### src/rtl/sram_rw_port_initiator.sv
// Ready/valid front end for a single-port RW0 SRAM macro: issues reads and
// byte-masked writes, and returns read data in order through a small response FIFO.
module sram_rw_port_initiator #(
    parameter int ADDR_W     = 10,
    parameter int DATA_W     = 32,
    parameter int MASK_W     = DATA_W / 8,
    parameter int RESP_DEPTH = 2
) (
    input  logic              clock,
    input  logic              reset_n,

    input  logic              req_valid,
    output logic              req_ready,
    input  logic              req_write,
    input  logic [ADDR_W-1:0] req_addr,
    input  logic [MASK_W-1:0] req_wmask,
    input  logic [DATA_W-1:0] req_wdata,

    output logic              resp_valid,
    input  logic              resp_ready,
    output logic [DATA_W-1:0] resp_rdata,

    output logic              RW0_en,
    output logic              RW0_wmode,
    output logic [ADDR_W-1:0] RW0_addr,
    output logic [MASK_W-1:0] RW0_wmask,
    output logic [DATA_W-1:0] RW0_wdata,
    input  logic [DATA_W-1:0] RW0_rdata,

    output logic              idle
);

    localparam int PTR_W = (RESP_DEPTH > 1) ? $clog2(RESP_DEPTH) : 1;
    localparam int CNT_W = $clog2(RESP_DEPTH + 1);

    logic              rd_pend;
    logic [CNT_W-1:0]  count;
    logic [PTR_W-1:0]  wr_ptr;
    logic [PTR_W-1:0]  rd_ptr;
    logic [DATA_W-1:0] fifo_mem [RESP_DEPTH];

    logic              req_fire;
    logic              resp_fire;
    logic              push;
    logic              pop;
    logic [CNT_W:0]    occupancy;

    function automatic logic [PTR_W-1:0] ptr_inc(input logic [PTR_W-1:0] p);
        return (p == PTR_W'(RESP_DEPTH - 1)) ? '0 : p + PTR_W'(1);
    endfunction

    // A read in flight already owns a FIFO slot, so credit counts it alongside stored entries.
    assign occupancy  = {1'b0, count} + {{CNT_W{1'b0}}, rd_pend};
    assign resp_valid = rd_pend || (count != '0);
    assign resp_fire  = resp_valid && resp_ready;
    assign req_ready  = (occupancy < (CNT_W + 1)'(RESP_DEPTH)) || resp_fire;
    assign req_fire   = req_valid && req_ready;

    assign push = rd_pend;
    assign pop  = resp_fire;

    // With an empty FIFO the arriving SRAM word is presented directly, giving one-cycle latency.
    assign resp_rdata = (count == '0) ? RW0_rdata : fifo_mem[rd_ptr];
    assign idle       = !rd_pend && (count == '0) && !resp_valid;

    assign RW0_en    = req_fire;
    assign RW0_wmode = req_write;
    assign RW0_addr  = req_addr;
    assign RW0_wdata = req_wdata;
    assign RW0_wmask = req_write ? req_wmask : '0;

    // NOTE: sequential state uses non-blocking assignments so every register samples pre-edge values.
    always_ff @(posedge clock or negedge reset_n) begin
        if (!reset_n) begin
            rd_pend <= 1'b0;
            count   <= '0;
            wr_ptr  <= '0;
            rd_ptr  <= '0;
        end else begin
            rd_pend <= req_fire && !req_write;
            if (push) wr_ptr <= ptr_inc(wr_ptr);
            if (pop)  rd_ptr <= ptr_inc(rd_ptr);
            case ({push, pop})
                2'b10:   count <= count + CNT_W'(1);
                2'b01:   count <= count - CNT_W'(1);
                default: count <= count;
            endcase
        end
    end

    // NOTE: FIFO storage is not reset; an entry is only read after it has been written.
    always_ff @(posedge clock) begin
        if (push) fifo_mem[wr_ptr] <= RW0_rdata;
    end

    overflow_check: assert property (@(posedge clock) disable iff (!reset_n)
        !(push && (count == CNT_W'(RESP_DEPTH)) && !resp_fire));

endmodule

### config.mk
export PLATFORM = sky130hd
export DESIGN_NAME = sram_rw_port_initiator
export DESIGN_NICKNAME = d
export VERILOG_FILES = /design/src/rtl/sram_rw_port_initiator.sv
export SDC_FILE = /design/constraint.sdc
export NUM_CORES = 1
export LEC_CHECK = 0
export ABC_AREA = 1
export CAP_MARGIN = 20
export CELL_PAD_IN_SITES_DETAIL_PLACEMENT = 2
export CELL_PAD_IN_SITES_GLOBAL_PLACEMENT = 2
export CORE_MARGIN = 2
export CORE_UTILIZATION = 24
export CTS_BUF_LIST = sky130_fd_sc_hd__clkbuf_4
export CTS_CLUSTER_DIAMETER = 100
export DETAILED_ROUTE_END_ITERATION = 16
export PLACE_DENSITY = 0.88
export SYNTH_ARGS = -nofsm -noshare
export SYNTH_HDL_FRONTEND = slang
export SYNTH_SLANG_ARGS = --single-unit
### constraint.sdc
create_clock -name clock -period 2.65 [get_ports clock]
set_input_delay 0.6625 -clock clock [delete_from_list [all_inputs] [get_ports clock]]
set_output_delay 0.6625 -clock clock [all_outputs]
set_load 0.01 [all_outputs]
# After elaboration in Yosys (flattened, before gate mapping)

Memories as Yosys holds them, arrays and structs flattened.
Cells that the tools add are included.

Flip-flop bits (word level): 5
RAM bits: 64
Input bits: 83
Output and inout bits: 83
Logic and storage cells: 33
Memories: 1

Memories:

| memory   | words | width | rd ports | clocked after Yosys merged registers in | wr ports | RTL line | text |
|---|---|---|---|---|---|---|---|
| fifo_mem | 2     | 32    | 1        | 0                                       | 1        | 40       | `logic [DATA_W-1:0] fifo_mem [RESP_DEPTH];` |

$add $sub $neg: 5
Order comparisons: 1
Equal/unequal tests: 2
Mux-type cells: 7
Reduce and logical (&&, ||, !) cells: 13

Operators by type and width:

| operator                                                             | count |
|---|---|
| 32-bit 2-to-1 mux                                                    | 1 |
| 1-bit logical AND                                                    | 5 |
| 1-bit 2-to-1 mux                                                     | 4 |
| 4-bit 2-to-1 mux                                                     | 1 |
| 2-bit case mux with 2 select lines                                   | 1 |
| 2-bit nonzero test                                                   | 2 |
| 2-bit by 1-bit adder with 3-bit output                               | 1 |
| 1-bit zero test                                                      | 3 |
| 3-bit by 2-bit < comparator with 1-bit output, second input constant | 1 |
| 1-bit adder, second input constant                                   | 2 |
| 2-bit by 1-bit adder with 2-bit output, second input constant        | 1 |
| 2-bit by 1-bit == test with 1-bit output, second input constant      | 1 |
| 2-bit == test, second input constant                                 | 1 |
| 2-bit zero test                                                      | 1 |
| 1-bit logical OR                                                     | 2 |
| 2-bit by 1-bit subtractor with 2-bit output, second input constant   | 1 |

# Longest topological paths before layout

Word-level depth: 6
Mapped depth: 10
Depth with buffers taken out: 10

# Least setup slack after synthesis

Ideal clock, no wire load.

Path type: flip-flop to flip-flop
Start: reg rd_pend, in the netlist push
End: mem fifo_mem[0][0], enable pin
Library setup time: 0.421 ns
Data arrival time: 1.798 ns
Data required time: 2.229 ns
Slack: 0.431 ns
Stages on the path, launching flop included: 3
Path buffers: 0
Period minus slack after synthesis: 2.219 ns
Cell sequence: dfrtp_1 > inv_1 > nor2_1

Word-level cells in the longest chain between the ends: 2

Ends and longest elaborated chain:

| what                                   | RTL line | text |
|---|---|---|
| start: declaration                     | 36       | `logic rd_pend;` |
| start signal: assignment               | 80       | `rd_pend <= req_fire && !req_write;` |
| 1-bit 2-to-1 mux                       | 93       | `if (push) fifo_mem[wr_ptr] <= RW0_rdata;` |
| 1-bit 2-to-1 mux (not written as such) | 93       |  |
| end: declaration                       | 40       |  |

Every way passes these cells.

# Worst setup path after layout

Start: reg rd_ptr
End: out resp_rdata[29]

Word-level cells in the longest chain between the ends: 2

Ends and longest elaborated chain:

| what                     | RTL line | text |
|---|---|---|
| start: declaration       | 39       | `logic [PTR_W-1:0] rd_ptr;` |
| start signal: assignment | 82       | `if (pop) rd_ptr <= ptr_inc(rd_ptr);` |
| memory 2 x 32 bit        | n/a      |  |
| 32-bit 2-to-1 mux        | 63       | `assign resp_rdata = (count == '0) ? RW0_rdata : fifo_mem[rd_ptr];` |
| end: declaration         | 21       | `output logic [DATA_W-1:0] resp_rdata,` |

Every way passes these cells.

==> run_summary.xml <==
<?xml version="1.0" encoding="UTF-8"?>
<metrics>
  <group name="routing">
    <metric name="detail_route.iter0.violations" unit="">81</metric>
    <metric name="post-route-drc-count" unit="">0</metric>
    <metric name="drtAntennaViolNets" unit="">0</metric>
    <metric name="vias_per_cell" unit="">4.27</metric>
    <metric name="route.detailed.wl_per_inst" unit="µm">16.3</metric>
    <metric name="dr_total_vias" unit="">2252</metric>
    <metric name="dr.pass1.iters" unit="">4</metric>
    <metric name="finalWirelength" unit="mm">8.62</metric>
  </group>
  <group name="die">
    <metric name="ios" unit="">166</metric>
    <metric name="die_width" unit="µm">121</metric>
    <metric name="dieArea" unit="µm²">14700</metric>
    <metric name="row_count" unit="">42</metric>
    <metric name="die_h" unit="µm">121</metric>
    <metric name="design.core.area" unit="µm²">13300</metric>
    <metric name="starting_density_of_the_core" unit="">0.247</metric>
  </group>
  <group name="power_and_ir_drop">
    <metric name="netSwitchingFraction" unit="">0.372</metric>
    <metric name="clock_power_share" unit="">0.156</metric>
    <metric name="internal_power" unit="mW">2.80</metric>
    <metric name="p_per_area" unit="nW/µm²">1030</metric>
    <metric name="combPwrFrac" unit="">0.524</metric>
    <metric name="peakVddDrop" unit="mV">0.330</metric>
    <metric name="overall_power_of_the_completed_layout" unit="mW">4.46</metric>
    <metric name="power_frac_seq" unit="">0.321</metric>
    <metric name="leakagePower" unit="nW">1.79</metric>
    <metric name="netSwitchingPower" unit="mW">1.66</metric>
  </group>
  <group name="layout">
    <metric name="final_net_count" unit="">431</metric>
    <metric name="post_layout_nonfiller_instances" unit="">528</metric>
    <metric name="area_growth_syn_to_layout" unit="%">31.7</metric>
    <metric name="drive_above_1_share" unit="">0.134</metric>
    <metric name="finalCoreUtilization" unit="">0.325</metric>
    <metric name="antenna_cells" unit="">0</metric>
  </group>
  <group name="job">
    <metric name="cap_viol_max_count" unit="">0</metric>
  </group>
  <group name="grt">
    <metric name="antenna_found_initial" unit="">0</metric>
    <metric name="grt.overflow.total" unit="">0</metric>
    <metric name="number_of_global_route_vias_before_repair" unit="">2531</metric>
    <metric name="grt_pass1_wl" unit="mm">13.5</metric>
    <metric name="grt_start_max_net_pins" unit="">35</metric>
    <metric name="grt_use_total" unit="">0.123</metric>
  </group>
  <group name="yosys">
    <metric name="synthesis.nets" unit="">377</metric>
    <metric name="synthesized_flop_and_latch_total" unit="">69</metric>
    <metric name="synth_cell_type_count" unit="">19</metric>
    <metric name="number_of_warnings_reported_in_the_yosys_synthesis_log" unit="">0</metric>
    <metric name="postSynthAreaPerCell" unit="µm²">11.3</metric>
    <metric name="syn-instance-count" unit="">293</metric>
    <metric name="netlist_area" unit="µm²">3300</metric>
    <metric name="yosysSeqAreaShare" unit="">0.621</metric>
  </group>
  <group name="placed_design">
    <metric name="pre_cts_slack" unit="ns">0.0471</metric>
    <metric name="placement.io_buffers" unit="">81</metric>
    <metric name="place.gp.congestion" unit="">0.729</metric>
    <metric name="detailed_place_hpwl" unit="mm">5.74</metric>
    <metric name="numPlacedInstances" unit="">506</metric>
  </group>
  <group name="sta">
    <metric name="finalSetupViolations" unit="">0</metric>
    <metric name="final_period_minus_worst_setup_slack" unit="ns">2.54</metric>
    <metric name="final-hold-violation-count" unit="">0</metric>
    <metric name="tns" unit="ns">0</metric>
    <metric name="worst_pin_slew" unit="ns">0.510</metric>
    <metric name="final.period_utilization" unit="">0.960</metric>
    <metric name="maxClockFrequency" unit="MHz">393</metric>
    <metric name="post-route-worst-setup-slack" unit="ns">0.106</metric>
    <metric name="timing.slew.headroom" unit="">0.659</metric>
    <metric name="timing.clock.skew" unit="ns">0.0111</metric>
    <metric name="slew_violations" unit="">0</metric>
    <metric name="rsz_0062_raised_after_global_routing" unit="">true</metric>
  </group>
  <group name="critical_path">
    <metric name="critical_path.endpoint_type" unit="">output pin</metric>
    <metric name="worstPathCellList" unit="">buf_4 -&gt; clkbuf_16 -&gt; or2_1 -&gt; o211ai_1 -&gt; nand2_1 -&gt; dlygate4sd2_1</metric>
    <metric name="worst-endpoint-required" unit="ns">1.99</metric>
    <metric name="cp_bufs_invs" unit="">3</metric>
    <metric name="worstPathArrival" unit="ns">1.88</metric>
    <metric name="crit_slowest_cell" unit="">sky130_fd_sc_hd__dfrtp_2</metric>
    <metric name="critPathLaunchType" unit="">flop</metric>
    <metric name="timing.setup.critical_path_class" unit="">flop to output pin</metric>
    <metric name="timing.critical_path.max_delay_family" unit="">buffers and inverters</metric>
    <metric name="worstPathMaxFanout" unit="">17</metric>
    <metric name="critical-path-max-stage-delay" unit="ns">0.44</metric>
  </group>
  <group name="clocking">
    <metric name="clk_pin_slew_worst_paths" unit="ns">0.10</metric>
    <metric name="clockBufferDepth" unit="">2</metric>
    <metric name="htree_depth" unit="">3</metric>
    <metric name="numCtsBuffers" unit="">9</metric>
    <metric name="ctsRootBufferMaster" unit="">sky130_fd_sc_hd__clkbuf_4</metric>
    <metric name="clkSinkCount" unit="">69</metric>
    <metric name="tritoncts" unit="">done</metric>
    <metric name="clock_latency" unit="ns">0.42</metric>
  </group>
  <group name="status">
    <metric name="run_status" unit="">complete, no violations</metric>
  </group>
  <group name="worst_hold_path">
    <metric name="worst_hold_path_type" unit="">primary input to asynchronous set/reset pin</metric>
  </group>
</metrics>
==> kinds of logic after synthesis <==
group / synth area share
flip-flops: 0.621
XOR/XNOR: 0.00531
adder cells (fa/ha/maj): 0.00379
buffers and inverters: 0.134
AND/OR/NAND/NOR: 0.163
AO/OA/AOI/OAI: 0.0728
==> repair_timing <==
item	CTS	global route
endpoints found under the hold margin	0	0
cloned	1	1
endpoints found under the setup margin	35	19
hold buffers	0	0
setup buffers	0	4
gates resized for setup	34	35
pin swaps	1	2
==> per-stage QoR <==
step	cell area [µm²]	hold slack, ns
after floorplan	3300	0.367
after global placement	4030	0.486
after detailed placement	4030	0.495
after CTS	4210	0.432
after global routing	4340	0.415
final	4340	0.460
==> final timing paths <==
path / from / to / slack, ns / cells after the start
hold reg to reg: push / wr_ptr / 0.51 / 1
setup / recovery: rd_ptr / resp_rdata[29] / 0.11 / 6
hold / removal: reset_n / push / 0.46 / 1
max in group asynchronous: reset_n / rd_ptr / 1.98 / 1
setup reg to reg: count[0] / count[1] / 0.80 / 10
min in group clock: push / wr_ptr / 0.51 / 1
==> cell usage after synthesis, drive strengths merged <==
master  instances  area, µm²
ha              1       12.5
nand4           1       6.26
buf            52        375
or2            32        200
nor2            3       13.8
inv            15       56.3
o211ai         32        240
dfrtp           5        125
nand2          80        303
edfxtp         64       1920
nand3           3       15.0
xor2            1       8.76
xnor2           1       8.76
clkbuf          3       11.3
==> final cells by class <==
type	instances	area [µm²]
Inverter	15	56.3
Sequential cell	69	2050
Fill cell	1448	9000
Clock buffer	13	97.6
Clock inverter	3	41.3
Multi-Input combinational cell	154	821
Timing Repair Buffer	98	1060
Tap cell	176	220
==> sequential cells by signal (all words and copies together), names as in the netlist <==
| signal | flops |
|---|---|
| count | 2 |
| fifo_mem | 64 |
| push | 1 |
| rd_ptr | 1 |
| wr_ptr | 1 |
==> per-layer routing <==
layer  share of wire  vias to the layer above  track usage
met4           0.019                        0       0.0496
met1            0.40                     1085        0.143
met3           0.065                       29       0.0423
met5               0                        -            0
met2            0.51                       75        0.208
li1                -                     1063            -
==> power by group through the flow <==
| stage | Clock (mW) | Combinational, mW | Sequential (mW) |
|---|---|---|---|
| global placement | 0 | 2.20 | 1.43 |
| detailed placement | 0 | 2.26 | 1.44 |
| global route | 0.775 | 2.59 | 1.45 |
| floorplan | 0 | 1.16 | 1.43 |
| finish | 0.694 | 2.33 | 1.43 |
| CTS | 0.729 | 2.27 | 1.43 |
==> worst reg2reg max path, stage by stage, from the launching register on <==
cell and delay, ns:
sky130_fd_sc_hd__dfrtp_2 0.47, sky130_fd_sc_hd__nor2_4 0.19, sky130_fd_sc_hd__buf_8 0.16, sky130_fd_sc_hd__nand2_1 0.11, sky130_fd_sc_hd__nand2_1 0.10, sky130_fd_sc_hd__inv_1 0.05
sky130_fd_sc_hd__ha_1 0.30, sky130_fd_sc_hd__inv_1 0.11, sky130_fd_sc_hd__nand3_1 0.11, sky130_fd_sc_hd__nand2_1 0.08, sky130_fd_sc_hd__nand2_1 0.06
==> placed cells by master, fill, tap and decap left out <==
cell type	count
sky130_fd_sc_hd__buf_6	2
sky130_fd_sc_hd__ha_1	1
sky130_fd_sc_hd__nand4_1	1
sky130_fd_sc_hd__dfrtp_1	2
sky130_fd_sc_hd__nand2_2	1
sky130_fd_sc_hd__xor2_1	1
sky130_fd_sc_hd__clkinvlp_4	1
sky130_fd_sc_hd__or2_2	3
sky130_fd_sc_hd__clkinv_1	1
sky130_fd_sc_hd__buf_12	5
sky130_fd_sc_hd__nand3_1	3
sky130_fd_sc_hd__xnor2_1	1
sky130_fd_sc_hd__nor2_4	2
sky130_fd_sc_hd__buf_4	7
sky130_fd_sc_hd__dfrtp_2	3
sky130_fd_sc_hd__clkbuf_4	13
sky130_fd_sc_hd__clkbuf_16	1
sky130_fd_sc_hd__nand2_1	79
sky130_fd_sc_hd__clkdlybuf4s50_1	45
sky130_fd_sc_hd__inv_2	3
sky130_fd_sc_hd__clkbuf_2	3
sky130_fd_sc_hd__edfxtp_1	64
sky130_fd_sc_hd__dlymetal6s2s_1	18
sky130_fd_sc_hd__inv_1	12
sky130_fd_sc_hd__o211ai_1	32
sky130_fd_sc_hd__dlygate4sd2_1	11
sky130_fd_sc_hd__bufinv_16	1
sky130_fd_sc_hd__nor2_1	1
sky130_fd_sc_hd__or2_1	29
sky130_fd_sc_hd__clkdlybuf4s15_1	4
sky130_fd_sc_hd__buf_8	2
Note: power is estimated with default switching activity, not from simulation.
